**src/rtl/fn_sweep_pkg.sv**
```systemverilog
// Shared types and constants for the fn_sweep_ctrl block.
package fn_sweep_pkg;

  typedef enum logic [1:0] {
    ST_IDLE   = 2'd0,
    ST_HOLD   = 2'd1,
    ST_SAMPLE = 2'd2,
    ST_DONE   = 2'd3
  } sweep_state_t;

  localparam int          N_IN        = 4;
  localparam int          N_IDX       = 16;
  localparam logic [15:0] GOLDEN_MASK = 16'h831B;

endpackage

```
**src/rtl/fn_sweep_ctrl_fn4_eval.sv**
```systemverilog
// Combinational evaluator of the 4-input function f under test.
module fn4_eval
  import fn_sweep_pkg::*;
(
  input  logic [N_IN-1:0] b,
  output logic            f
);

  // Sum-of-products form of f over b[3:0].
  always_comb begin
    f = (~b[2] & ~b[1])
      | (~b[3] & ~b[1] & ~b[0])
      | (~b[3] & ~b[2] &  b[0])
      | ( b[3] &  b[2] &  b[1] & b[0]);
  end

endmodule

```
**src/rtl/fn_sweep_ctrl.sv**
```systemverilog
// Sweep controller: drives indices into fn4_eval, one per SETTLE cycles,
// and accumulates the minterm mask and its population count.
// Optional feature macro FN_SWEEP_CHECK_EN adds exp_mask input and err output
// comparing the finished mask against an expected mask.
module fn_sweep_ctrl
  import fn_sweep_pkg::*;
#(
  parameter int SETTLE = 1
) (
  input  logic        clk,
  input  logic        rst,
  input  logic        start,
  input  logic        mode,
  input  logic [3:0]  sel,
`ifdef FN_SWEEP_CHECK_EN
  input  logic [15:0] exp_mask,
  output logic        err,
`endif
  output logic        busy,
  output logic        done,
  output logic [3:0]  idx,
  output logic [15:0] mask,
  output logic [4:0]  ones
);

  // With SETTLE=1 an index is sampled in the same cycle it is driven,
  // so HOLD is never visited.
  localparam bit         SKIP_HOLD = (SETTLE == 1);
  localparam logic [1:0] HOLD_LAST = 2'((SETTLE > 1) ? (SETTLE - 2) : 0);

  sweep_state_t state;
  logic         mode_q;
  logic [1:0]   cnt;
  logic         fval;
  logic         accept;
  logic         last;

  fn4_eval u_eval (
    .b (idx),
    .f (fval)
  );

  // Start is honoured only when no evaluation is in flight.
  always_comb begin
    accept = start && ((state == ST_IDLE) || (state == ST_DONE));
    last   = mode_q || (idx == 4'(N_IDX - 1));
  end

  // Main sequencer: state, index, accumulated mask/count and status flags.
  always_ff @(posedge clk or posedge rst) begin
    if (rst) begin
      state  <= ST_IDLE;
      mode_q <= 1'b0;
      cnt    <= 2'd0;
      busy   <= 1'b0;
      done   <= 1'b0;
      idx    <= 4'd0;
      mask   <= 16'd0;
      ones   <= 5'd0;
`ifdef FN_SWEEP_CHECK_EN
      err    <= 1'b0;
`endif
    end else begin
      done <= 1'b0;
      if (accept) begin
        state  <= SKIP_HOLD ? ST_SAMPLE : ST_HOLD;
        mode_q <= mode;
        cnt    <= 2'd0;
        busy   <= 1'b1;
        idx    <= mode ? sel : 4'd0;
        mask   <= 16'd0;
        ones   <= 5'd0;
`ifdef FN_SWEEP_CHECK_EN
        err    <= 1'b0;
`endif
      end else begin
        case (state)
          ST_IDLE: begin
            busy <= 1'b0;
          end
          ST_HOLD: begin
            if (cnt == HOLD_LAST) begin
              state <= ST_SAMPLE;
            end else begin
              cnt <= cnt + 2'd1;
            end
          end
          ST_SAMPLE: begin
            mask[idx] <= fval;
            if (fval) begin
              ones <= ones + 5'd1;
            end
            if (last) begin
              // idx is left on the final index until the next acceptance.
              state <= ST_DONE;
              busy  <= 1'b0;
              done  <= 1'b1;
`ifdef FN_SWEEP_CHECK_EN
              // The mask bit for idx is still 0 here, so OR in the new value.
              if (mode_q) begin
                err <= (fval != exp_mask[idx]);
              end else begin
                err <= ((mask | (16'(fval) << idx)) != exp_mask);
              end
`endif
            end else begin
              state <= SKIP_HOLD ? ST_SAMPLE : ST_HOLD;
              cnt   <= 2'd0;
              if (!mode_q) begin
                idx <= idx + 4'd1;
              end
            end
          end
          ST_DONE: begin
            state <= ST_IDLE;
          end
          default: begin
            state <= ST_IDLE;
          end
        endcase
      end
    end
  end

endmodule

```
**config.mk**
```make
export PLATFORM = sky130hd
export DESIGN_NAME = fn_sweep_ctrl
export DESIGN_NICKNAME = d
export VERILOG_FILES = /design/src/rtl/fn_sweep_pkg.sv /design/src/rtl/fn_sweep_ctrl_fn4_eval.sv /design/src/rtl/fn_sweep_ctrl.sv
export SDC_FILE = /design/constraint.sdc
export NUM_CORES = 1
export LEC_CHECK = 0
export BUFFER_PORTS_ARGS = -buffer_cell sky130_fd_sc_hd__clkbuf_2
export CAP_MARGIN = 20
export CORE_ASPECT_RATIO = 1.2
export CORE_MARGIN = 10
export CORE_UTILIZATION = 30
export CTS_CLUSTER_DIAMETER = 50
export CTS_CLUSTER_SIZE = 40
export DETAILED_ROUTE_END_ITERATION = 6
export GPL_TIMING_DRIVEN = 0
export SETUP_SLACK_MARGIN = 0.1
export SYNTH_ARGS = -nofsm -noshare
export SYNTH_HDL_FRONTEND = slang
export SYNTH_SLANG_ARGS = --single-unit
```
**constraint.sdc**
```tcl
create_clock -name clk -period 4 [get_ports clk]
set_clock_uncertainty 0.2 [all_clocks]
set_input_delay 0.8 -clock clk [delete_from_list [all_inputs] [get_ports clk]]
set_output_delay 0.8 -clock clk [all_outputs]
set_load 0.005 [all_outputs]
```
==> metrics.yaml <==
ys_seq_area_share_pct: 46.38
fmax_mhz: 494.3
power.density_nw_per_um2: 736.7
critPathMaxStageDelay_ps: 550
tritoncts: "yes"
tightest_slew_ps: 795.6
die_y_um: 103.1
cts_buffers: 5
core_area_um2: 5630
ys_warn_count: 0
grt_pass1_vias: 1469
grtUsageMet1_pct: 11.28
path_class: "register to primary output"
syn_inst: 176
syn_nets: 194
async_flop_share_pct: 100.0
setup_viol: 0
via_count: 1418
drive_above_1_share_pct: 23.74
hold_path_class: "register to register"
start_util_pct: 30.67
setup-tns-final_ps: 0
synth-seq-cells: 32
clkSinkCount: 32
max-vdd-ir-drop_mv: 0.1898
cts_resized: 0
fin_crit_ps: 2023
route.detailed.drc: 0
portBuffers: 34
die-area_um2: 9203
antenna_found_initial: 0
clk_latency_ps: 290
grt_util_met3_pct: 3.241
crit_path_end_kind: "primary output"
grt_pass1_wl_um: 7017
leakage_nw: 1.081
area_growth_pct: 21.81
worstPathArrival_ps: 1020
crit_fanout: 9
cts_root_buf: "clkbuf_8"
ant_nets: 0
die_w_um: 89.26
hold_viol: 0
crit_chain: "clkbuf_2"
crit_slowest_cell: "dfrtp_1"
synth_area_um2: 1727
drtPass1Iterations: 5
rsz0062_at_grt: "no"
clockBufferDepth: 2
grt_usage_pct: 9.737
outcome: "completed"
avgViaCountPerCell: 5.011
cp.required_ps: 3000
rows: 30
drt_iter0_drc: 101
n_antenna_cell: 0
critPathTopFamily: "flip-flops"
gr-usage-met2_pct: 15.61
drt_wl_total_um: 4254
max_cap_viol_count: 0
htreeDepth: 2
nNetsFinal: 236
cp-start-kind: "register"
synth-edff-count: 0
fin_util_pct: 37.36
slew_violations: 0
dpl.hpwl_um: 3266
avgSynthCellArea_um2: 9.811
postCtsSetupBuffers: 0
ios: 35
slew_headroom_pct: 46.90
ys.flop_type: "dfrtp_1"
place_congestion: 0.8051
min_period_over_period_pct: 50.57
hold_buffers: 0
cp_num_buf_inv: 1
post_drt_wl_per_cell_um: 15.03
gr-max-usage-layer: "met2"
synth_cell_types: 33
grt_max_degree: 21
grt_overflow: 0
clkSlewWorstSetupHoldPaths_ps: 70
placed cells by master (no fill, tap or decap), drive strengths merged, types with 3 or more instances in the layout:
cell    instances
a21oi           8
and3            3
buf             6
clkbuf         42
dfrtp          32
ha             10
inv            10
mux2i          17
nand2           9
nand3          11
nand4           7
nor2           22
nor2b           3
o21ai          14
or3             4
sequential cells by signal, summed over array words and instances (netlist names):
register	cells
mask	16
ones	5
idx	4
cnt	2
state	2
busy	1
done	1
mode_q	1
power by group:
part	switching, mW	leakage (nW)	total [mW]	internal (mW)
Clock	0.128	0.0541	0.312	0.184
Sequential	0.103	0.421	0.537	0.434
Combinational	0.411	0.606	0.700	0.289
cells by family after synthesis:
family | count (synthesis) | synth area share [%]
xor+xnor | 2 | 1.015
flops | 32 | 46.38
fa+ha+maj | 10 | 7.246
buf+inv | 18 | 4.783
mux | 18 | 10.51
compound gates | 28 | 10.29
simple gates | 68 | 19.78
worst min-delay path: stages (launching register included):
cell	delay, ps
dfrtp_1	350
a21oi_1	60
nor2_1	70
metal layers:
metal / vias up / share of wire [%]
met2: 31 / 48
met5: - / 0
met1: 674 / 43
met3: 11 / 5.9
met4: 0 / 3.0
li1: 702 / -
final timing paths:
| kind | from | endpoint | slack [ps] | depth (start not counted) |
|---|---|---|---|---|
| setup / recovery | idx[0] | idx[0] | 1980 | 1 |
| setup reg to reg | state[0] | mask[10] | 2020 | 6 |
| max in group asynchronous | rst | mask[11] | 2600 | 3 |
| hold / removal | mask[11] | mask[11] | 320 | 2 |
| hold reg to reg | mask[11] | mask[11] | 320 | 2 |
| min in group asynchronous | rst | state[0] | 430 | 2 |
metrics by stage:
step / hold WS (ps) / instance area [um2] / total power [mW] / worst slack (ps) / std cells
3_5_place_dp: 305.8 / 1992 / 1.255 / 1978 / 275
3_3_place_gp: 303.6 / 1977 / 1.242 / 1807 / 274
4_1_cts: 322.8 / 2103 / 1.574 / 1959 / 283
6_report: 319.6 / 2103 / 1.550 / 1977 / 283
2_1_floorplan: 268.5 / 1727 / 1.000 / 2262 / 176
5_1_grt: 365.0 / 2103 / 1.687 / 1861 / 283
cell usage after synthesis, types with 2 or more instances:
library cell | n | share of area (%)
nand4_1 | 7 | 2.5
dfrtp_1 | 32 | 46
o32ai_1 | 2 | 1.0
nor2_1 | 22 | 4.8
clkbuf_1 | 3 | 0.65
nor2b_1 | 3 | 1.1
and3_1 | 3 | 1.1
nand2_1 | 9 | 2.0
inv_1 | 10 | 2.2
a21oi_1 | 8 | 2.3
or3_1 | 4 | 1.4
nand3_1 | 11 | 3.2
mux2i_1 | 17 | 9.9
o21ai_0 | 13 | 3.8
nor3_1 | 2 | 0.58
nand2b_1 | 2 | 0.72
buf_2 | 3 | 0.87
ha_1 | 10 | 7.2
cell type report:
| class | count | area (um2) |
|---|---|---|
| Sequential cell | 32 | 800.8 |
| Timing Repair Buffer | 35 | 185.2 |
| Fill cell | 595 | 3527 |
| Clock inverter | 3 | 42.54 |
| Clock buffer | 5 | 68.82 |
| Buffer | 8 | 45.04 |
| Inverter | 10 | 37.54 |
| Multi-Input combinational cell | 126 | 843.3 |
| Tap cell | 64 | 80.08 |
No activity file was read; power rests on OpenSTA's default activity.
